--- config.mk ---
export PLATFORM = sky130hd
export DESIGN_NAME = div_unit_32
export DESIGN_NICKNAME = d
export VERILOG_FILES = /design/src/rtl/div_pkg.sv /design/src/rtl/div_unit_32_step.sv /design/src/rtl/div_unit_32.sv
export SDC_FILE = /design/constraint.sdc
export NUM_CORES = 1
export LEC_CHECK = 0
export BUFFER_PORTS_ARGS = -buffer_cell sky130_fd_sc_hd__clkbuf_2
export CORE_ASPECT_RATIO = 1.5
export CORE_MARGIN = 5
export CORE_UTILIZATION = 40
export CTS_CLUSTER_SIZE = 14
export DETAILED_ROUTE_END_ITERATION = 7
export HOLD_SLACK_MARGIN = 0.05
export REMOVE_ABC_BUFFERS = 1
export SKIP_CTS_REPAIR_TIMING = 1
export SLEW_MARGIN = 10
export SYNTH_ARGS = -nofsm -noshare
export SYNTH_HDL_FRONTEND = slang
export SYNTH_SLANG_ARGS = --single-unit
export TNS_END_PERCENT = 5
--- constraint.sdc ---
create_clock -name clk -period 3.05 [get_ports clk]
set_clock_uncertainty 0.2 [all_clocks]
set_input_delay 0.61 -clock clk [delete_from_list [all_inputs] [get_ports clk]]
set_output_delay 0.61 -clock clk [all_outputs]
set_load 0.01 [all_outputs]
--- src/rtl/div_pkg.sv ---
// Shared definitions for the iterative 32-bit divider.
package div_pkg;

    typedef enum logic [1:0] {
        IDLE = 2'd0,
        CALC = 2'd1,
        FIX  = 2'd2,
        DONE = 2'd3
    } div_state_e;

    localparam int          DIV_ITER   = 32;
    localparam logic [31:0] DIV_ZERO_Q = 32'hFFFF_FFFF;

endpackage

--- src/rtl/div_unit_32_step.sv ---
// One restoring-division step: trial subtract, keep on non-negative, restore otherwise.
module div_step_33 (
    input  logic [32:0] rem_in,
    input  logic [31:0] dvs,
    output logic [32:0] rem_out,
    output logic        q_bit
);

    logic [32:0] trial;

    // Subtract at 33 bits so the sign bit tells us whether the divisor fit.
    always_comb begin
        trial   = rem_in - {1'b0, dvs};
        q_bit   = ~trial[32];
        rem_out = q_bit ? trial : rem_in;
    end

endmodule

--- src/rtl/div_unit_32.sv ---
// Multi-cycle DIV/DIVU unit: magnitudes are divided by restoring iteration,
// then signs are fixed up. Quotient feeds LO, remainder feeds HI.
module div_unit_32
    import div_pkg::*;
#(
    parameter int WIDTH = 32
) (
    input  logic             clk,
    input  logic             reset,
    input  logic             start,
    input  logic             s,
    input  logic [WIDTH-1:0] A,
    input  logic [WIDTH-1:0] B,
    output logic             busy,
    output logic             done,
    output logic [WIDTH-1:0] quotient,
    output logic [WIDTH-1:0] remainder,
    output logic             div_zero
);

    div_state_e       state_q, state_d;
    logic [4:0]       cnt_q, cnt_d;
    logic [WIDTH:0]   rem_q, rem_d;     // partial remainder
    logic [WIDTH-1:0] dvd_q, dvd_d;     // dividend magnitude, quotient bits shift in at LSB
    logic [WIDTH-1:0] dvs_q, dvs_d;     // divisor magnitude
    logic [WIDTH-1:0] a_q, a_d;         // original dividend, returned on divide-by-zero
    logic             qsign_q, qsign_d;
    logic             dsign_q, dsign_d;
    logic             dz_q, dz_d;
    logic [WIDTH-1:0] quot_q, quot_d;
    logic [WIDTH-1:0] remo_q, remo_d;
    logic             dzo_q, dzo_d;

    logic [2*WIDTH:0] sh;
    logic [WIDTH:0]   step_rem;
    logic             step_q;

    // {remainder, dividend} shifted left by one; the top 33 bits feed the step.
    assign sh = {rem_q, dvd_q} << 1;

    div_step_33 u_step (
        .rem_in  (sh[2*WIDTH:WIDTH]),
        .dvs     (dvs_q),
        .rem_out (step_rem),
        .q_bit   (step_q)
    );

    // Next-state, datapath and sign-fix logic.
    always_comb begin
        state_d = state_q;
        cnt_d   = cnt_q;
        rem_d   = rem_q;
        dvd_d   = dvd_q;
        dvs_d   = dvs_q;
        a_d     = a_q;
        qsign_d = qsign_q;
        dsign_d = dsign_q;
        dz_d    = dz_q;
        quot_d  = quot_q;
        remo_d  = remo_q;
        dzo_d   = dzo_q;
        case (state_q)
            IDLE, DONE: begin
                if (state_q == DONE) state_d = IDLE;
                if (start) begin
                    // Sign flags are pre-gated with s so FIX needs no mode check.
                    dsign_d = s & A[WIDTH-1];
                    qsign_d = s & (A[WIDTH-1] ^ B[WIDTH-1]);
                    dvd_d   = (s && A[WIDTH-1]) ? -A : A;
                    dvs_d   = (s && B[WIDTH-1]) ? -B : B;
                    a_d     = A;
                    dz_d    = (B == '0);
                    rem_d   = '0;
                    cnt_d   = 5'(DIV_ITER - 1);
                    state_d = CALC;
                end
            end
            CALC: begin
                rem_d = step_rem;
                dvd_d = sh[WIDTH-1:0] | {{(WIDTH-1){1'b0}}, step_q};
                cnt_d = cnt_q - 5'd1;
                if (cnt_q == 5'd0) state_d = FIX;
            end
            FIX: begin
                if (dz_q) begin
                    quot_d = DIV_ZERO_Q;
                    remo_d = a_q;
                end else begin
                    quot_d = qsign_q ? -dvd_q : dvd_q;
                    remo_d = dsign_q ? -rem_q[WIDTH-1:0] : rem_q[WIDTH-1:0];
                end
                dzo_d   = dz_q;
                state_d = DONE;
            end
            default: state_d = IDLE;
        endcase
    end

    // State and datapath registers with synchronous active-low reset.
    always_ff @(posedge clk) begin
        if (!reset) begin
            state_q <= IDLE;
            cnt_q   <= '0;
            rem_q   <= '0;
            dvd_q   <= '0;
            dvs_q   <= '0;
            a_q     <= '0;
            qsign_q <= 1'b0;
            dsign_q <= 1'b0;
            dz_q    <= 1'b0;
            quot_q  <= '0;
            remo_q  <= '0;
            dzo_q   <= 1'b0;
        end else begin
            state_q <= state_d;
            cnt_q   <= cnt_d;
            rem_q   <= rem_d;
            dvd_q   <= dvd_d;
            dvs_q   <= dvs_d;
            a_q     <= a_d;
            qsign_q <= qsign_d;
            dsign_q <= dsign_d;
            dz_q    <= dz_d;
            quot_q  <= quot_d;
            remo_q  <= remo_d;
            dzo_q   <= dzo_d;
        end
    end

    assign busy      = (state_q == CALC) || (state_q == FIX);
    assign done      = (state_q == DONE);
    assign quotient  = quot_q;
    assign remainder = remo_q;
    assign div_zero  = dzo_q;

endmodule
==> qor.csv, run 1 <==
stage;metric;value;unit
synthesis;synth.largest_area_cell;dfxtp_1;
critical_path;cp-startpoint;dvd_q[31];
min_path;worstHoldPathType;primary input to register;
critical_path;critical_path_class;register to register;
placement;dpl.cell_count;2210;
synthesis;synth-edff-count;0;
sta;slew_headroom;56.0;%
layout;nNetsFinal;1947;
synthesis;synth_top_area_share;32.6;%
power_and_ir_drop;leakage;0.00676;µW
critical_path;timing.rr.start;dvd_q[31];
routing;wl_met3;1220;µm
sta;fin_crit_sh;104;%
routing;wl_met2;17600;µm
die;core_area;0.0309;mm²
synthesis;synth_top_flop_cell;dfxtp_1;
power_and_ir_drop;power;11700;µW
grt;grt_pass1_wl;56100;µm
run_status;violations;negative setup slack;
synthesis;yosysWarnings;0;
critical_path;critPathMaxFanout;9;
synthesis;syn_area_per_cell;7.81;µm²
grt;grtUsageTotal;19.1;%
grt;grt_pass1_vias;11500;
power_and_ir_drop;vdd_drop_max;410;µV
routing;drc;0;
run_status;status;complete, but fails checks;
cts;clockBufferDepth;3;
flow_run;drv_cap;0;
critical_path;worstPathArrival;3360;ps
synthesis;synthesis.area;0.0125;mm²
sta;rsz0062_at_grt;yes;
layout;multi_input_area;0.00800;mm²
sta;finalHoldViolCount;0;
placement;hpwlAfterDp;26400;µm
power_and_ir_drop;powerDensity;742;mW/mm²
cts;clock_latency;520;ps
cts;cts_tree;built;
critical_path;required;3240;ps
synthesis;synth_cells;1599;
synthesis;synthTopCellsByArea;dfxtp_1 (33%), nand2_1 (8.8%), o21ai_0 (6.6%);
routing;drt_wl_total;34400;µm
sta;worst_slack;-128;ps
sta;max_freq;0.315;GHz
sta;tightest_slew;658;ps
routing;drt-met1-wl;14300;µm
synthesis;synth.distinct_cells;64;
routing;postRouteAntennaNets;0;
placement;io_buffers;134;
sta;finalSetupViolCount;41;
cts;root_buffer;clkbuf_16;
critical_path;crit_path_end_kind;register;
sta;drv_slew;0;
routing;vias;11600;
die;die_w;154;µm
synthesis;async_flop_share;0;%
die;rows;79;
grt;grt_overflow;0;
layout;drive_gt1_share;21.7;%
synthesis;synth-seq-cells;203;
placement;gp_congestion;0.848;
grt;antenna_found_initial;1;
routing;first_pass_iters;5;
cts;numCtsBuffers;22;
die;boundaryPins;135;
critical_path;crit_path_start_kind;register;
routing;via_per_inst;5.15;
die;start_util;40.3;%
routing;highest_layer;met4;
die;die_y;226;µm
cts;cts_max_level;1;
cts;cts.reportedPaths.clkPinSlew;60;ps
die;dieArea;0.0349;mm²
sta;min_period;3180;ps
layout;syn2layout_area_growth;25.9;%
grt;grt_max_degree;70;
routing;wl_per_cell;15.2;µm
routing;drt_iter0_drc;626;
synthesis;ys_seq_area_share;32.6;%
cts;clock_sinks;203;
layout;regArea;0.00407;mm²
layout;num-fill-cells;3001;
sta;timing.hold.ws;187;ps
layout;stdcell_count;2258;
min_path;min_from;A[30];
-- routing by layer --
layer / global-route usage [%] / vias up
li1: - / 6057
met5: 0 / -
met1: 22.0 / 5292
met4: 7.73 / 0
met3: 2.14 / 67
met2: 35.6 / 206
-- cells by family after synthesis --
family / synth area share (%)
flops: 32.6
mux: 3.93
fa+ha+maj: 4.27
buf+inv: 4.89
compound gates: 24.6
simple gates: 19.6
xor+xnor: 10.1
-- sequential cells by signal (all words and copies together), names as in the netlist --
register,count
div_zero,1
dvd_q,32
rem_q,32
state_q,2
remainder,32
quotient,32
dz_q,1
cnt_q,5
a_q,32
dsign_q,1
dvs_q,32
qsign_q,1
-- report_power, final --
group	total, µW	switching, µW	internal [µW]
clock	2910	1110	1790
sequential	3600	412	3190
combinational	5150	2840	2310
total	11700	4370	7290
-- placed cells by master (no fill, tap or decap), drive strengths merged, types with 49 or more instances in the layout --
cell type    n
dfxtp      203
xnor2       67
nand2      293
clkbuf     166
o21ai      165
mux2i       49
buf        180
a21boi      61
a21oi      102
inv         60
nor2        62
xor2        76
-- worst paths after layout --
| path | slack (ps) | endpoint | cells after the start |
|---|---|---|---|
| setup / recovery | -130 | rem_q[5] | 16 |
| hold / removal | 190 | a_q[30] | 3 |
| setup reg to reg | -130 | rem_q[5] | 16 |
| hold reg to reg | 260 | a_q[11] | 2 |
-- cell type report --
type                            count  area share (%)
Antenna cell                        1          0.0159
Tap cell                          405            3.23
Clock buffer                       32            4.07
Clock inverter                      7           0.908
Timing Repair Buffer              314            13.5
Inverter                           60            1.43
Sequential cell                   203            25.9
Multi-Input combinational cell   1236            50.9
-- worst max-delay path, stage by stage, from the launching register on --
cell      delay [ps]
dfxtp_2          330
inv_2             50
ha_4             160
fa_2             370
nor2b_4          150
o31ai_4           70
a21oi_2          180
o211ai_1         120
buf_4            180
a21oi_4          130
o21ba_4          170
o221ai_4         140
xnor2_4          200
buf_12           160
buf_12           140
mux2i_2          200
o21ai_1           70
-- per-stage QoR --
step	setup TNS (ps)	util, %	setup WS [ps]	instance area, µm²
4_1_cts	-16780	49.9	-526	15400
5_1_grt	-8510	50.8	-283	15700
3_5_place_dp	-18630	47.3	-514	14600
6_report	-3280	50.8	-128	15700
3_3_place_gp	-15310	47.3	-428	14600
2_1_floorplan	-75400	-	-1370	12100
-- cells in the mapped netlist (11+ instances only) --
| cell | n |
|---|---|
| nand2_1 | 293 |
| dfxtp_1 | 203 |
| o21ai_0 | 164 |
| a21oi_1 | 102 |
| clkbuf_1 | 84 |
| xor2_1 | 76 |
| xnor2_1 | 66 |
| nor2_1 | 62 |
| a21boi_0 | 61 |
| inv_1 | 60 |
| mux2i_1 | 49 |
| o211a_1 | 42 |
| ha_1 | 41 |
| nor2b_1 | 30 |
| nand3_1 | 28 |
| o31ai_1 | 23 |
| nor3_1 | 18 |
| nand3b_1 | 17 |
| o41ai_1 | 13 |
| buf_1 | 12 |
| nor4_1 | 12 |
| o211ai_1 | 12 |
| a21o_1 | 11 |
No activity file was read; power rests on OpenSTA's default activity.
==> run 2: changes to the inputs <==
- CORE_ASPECT_RATIO: 1.5 -> default
- PLACE_DENSITY: default -> 0.71
==> run 2 against run 1 <==
  * The run still ends with negative setup slack left
  * Die area decreased by 0.21%
  * Clock-buffer cell count unchanged
  * Largest power group unchanged
  * Highest routed layer unchanged
  * Largest cell class unchanged
  * Core utilization decreased by 0.13 points
  * Maximum frequency decreased by 1.7%
  * Global-route usage decreased by 0.73 points
  * Sequential power increased by 1%
==> qor.csv, run 2 (synthesis results as in run 1) <==
stage;metric;value;unit
grt;grtUsageTotal;18.3;%
die;dieArea;0.0348;mm²
critical_path;critical_path_class;register to register;
power_and_ir_drop;power;11600;µW
grt;grt_max_degree;130;
layout;layout_common_cells;nand2_1 (292), dfxtp_1 (199), o21ai_0 (153);
sta;worst_slack;-181;ps
power_and_ir_drop;switching_share;38.0;%
critical_path;timing.rr.start;dvd_q[31];
routing;drt_iter0_drc;836;
routing;first_pass_iters;5;
die;start_util;40.7;%
grt;antenna_found_initial;0;
routing;postRouteAntennaNets;0;
run_status;violations;negative setup slack;
placement;hpwlAfterDp;25500;µm
critical_path;crit_path_end_kind;register;
sta;fin_crit_sh;106;%
sta;min_period;3230;ps
die;core_area;0.0307;mm²
sta;slew_headroom;50.5;%
cts;cts_tree;built;
power_and_ir_drop;p_int;7210;µW
die;boundaryPins;135;
cts;clock_sinks;203;
cts;clockBufferDepth;3;
power_and_ir_drop;leakage;0.00663;µW
placement;io_buffers;134;
flow_run;drv_cap;0;
layout;drive_gt1_share;20.7;%
power_and_ir_drop;seqPwrFrac;31.2;%
die;die_y;187;µm
layout;stdcell_count;2224;
critical_path;worstPathArrival;3420;ps
power_and_ir_drop;p_sw;4420;µW
layout;regArea;0.00407;mm²
critical_path;crit_path_start_kind;register;
cts;numCtsBuffers;24;
routing;wl_per_cell;15.6;µm
routing;via_per_inst;5.26;
grt;grt_pass1_vias;11000;
critical_path;rr_worst_depth;16;
layout;multi_input_area;0.00800;mm²
cts;root_buffer;clkbuf_16;
run_status;status;complete, but fails checks;
power_and_ir_drop;powerDensity;749;mW/mm²
grt;grt_pass1_wl;55500;µm
critical_path;cp-endpoint;rem_q[12];
layout;design_area;0.0155;mm²
critical_path;reg2reg_to;rem_q[12];
routing;vias;11700;
power_and_ir_drop;pwr-share-comb;43.6;%
layout;num-fill-cells;2888;
power_and_ir_drop;p_clk_share;25.2;%
placement;dpl.cell_count;2173;
grt;grt_overflow;0;
layout;diodes;0;
sta;timing.hold.ws;184;ps
cts;clock_latency;510;ps
routing;drc;0;
critical_path;rrSetupSlack;-180;ps
sta;max_freq;0.309;GHz
cts;cts.reportedPaths.clkPinSlew;60;ps
sta;rsz0062_at_grt;yes;
power_and_ir_drop;vdd_drop_max;382;µV
layout;layout_commonest_cell;nand2_1;
critical_path;critPathMaxFanout;9;
critical_path;cp-startpoint;dvd_q[31];
sta;finalSetupViolCount;38;
critical_path;required;3240;ps
sta;finalHoldViolCount;0;
die;die_w;187;µm
min_path;worstHoldPathType;primary input to register;
sta;tightest_slew;743;ps
cts;cts_max_level;1;
die;rows;64;
layout;final_util;50.7;%
routing;drt_wl_total;34800;µm
placement;gp_congestion;0.863;
sta;drv_slew;0;
placement;placed_cell_area;0.0144;mm²
layout;nNetsFinal;1921;
layout;syn2layout_area_growth;24.5;%
==> run 2: changes by cell type in the layout (fill, tap and decap cells not counted), sizes merged <==
cell | before | now
diode | 1 | 0
bufinv | 4 | 3
clkinv | 3 | 7
clkbuf | 166 | 168
inv | 60 | 61
buf | 180 | 150
==> run 2: through the flow <==
stage,setup TNS (ps),setup WS [ps]
6_report,-4560,-181
5_1_grt,-9130,-303
4_1_cts,-14230,-458
3_5_place_dp,-14700,-414
3_3_place_gp,-9060,-263
2_1_floorplan,-75400,-1370
==> run 2: worst min path at each step <==
stage	start	end	slack [ps]	cells past startpoint
4_1_cts	A[12]	a_q[12]	160	3
2_1_floorplan	dvs_q[31]	dvs_q[31]	240	2
3_3_place_gp	a_q[7]	a_q[7]	250	2
6_report	A[17]	a_q[17]	180	3
3_5_place_dp	a_q[9]	a_q[9]	260	2
5_1_grt	A[12]	a_q[12]	180	3
==> run 2: area by class of cell <==
class	instances	share of cell area, %
clock buffers	32	4.32
clock inverters	11	0.862
inverters	60	1.45
multi-input cells	1236	51.5
flip-flops and latches	203	26.2
well taps	396	3.19
repair buffers	286	12.5
==> run 2: critical path, stage by stage (launching register included) <==
cell      delay [ps]
dfxtp_2          340
inv_2             50
ha_4             170
fa_2             410
nor2b_4          150
o31ai_4           70
a21oi_2          160
o211ai_1         110
buf_4            170
a21oi_4          150
o21ba_4          170
o221ai_4         120
xnor2_4          200
buf_12           160
buf_6            160
mux2i_1          220
o21ai_0           90
==> run 2: power by group through the flow <==
stage	combinational (µW)	clock, µW	sequential, µW
after global routing	5640	3090	3710
after global placement	4670	0	3650
after CTS	4790	2990	3620
after detailed placement	4770	0	3680
after floorplan	3040	0	3670
final	5070	2930	3640
==> run 2: routing by layer <==
layer | share of wire [%] | global-route usage (%) | vias up
li1 | - | - | 6007
met1 | 46 | 25.1 | 5311
met2 | 46 | 30.8 | 301
met3 | 5.2 | 2.17 | 70
met4 | 3.2 | 4.82 | 0
met5 | 0 | 0 | -
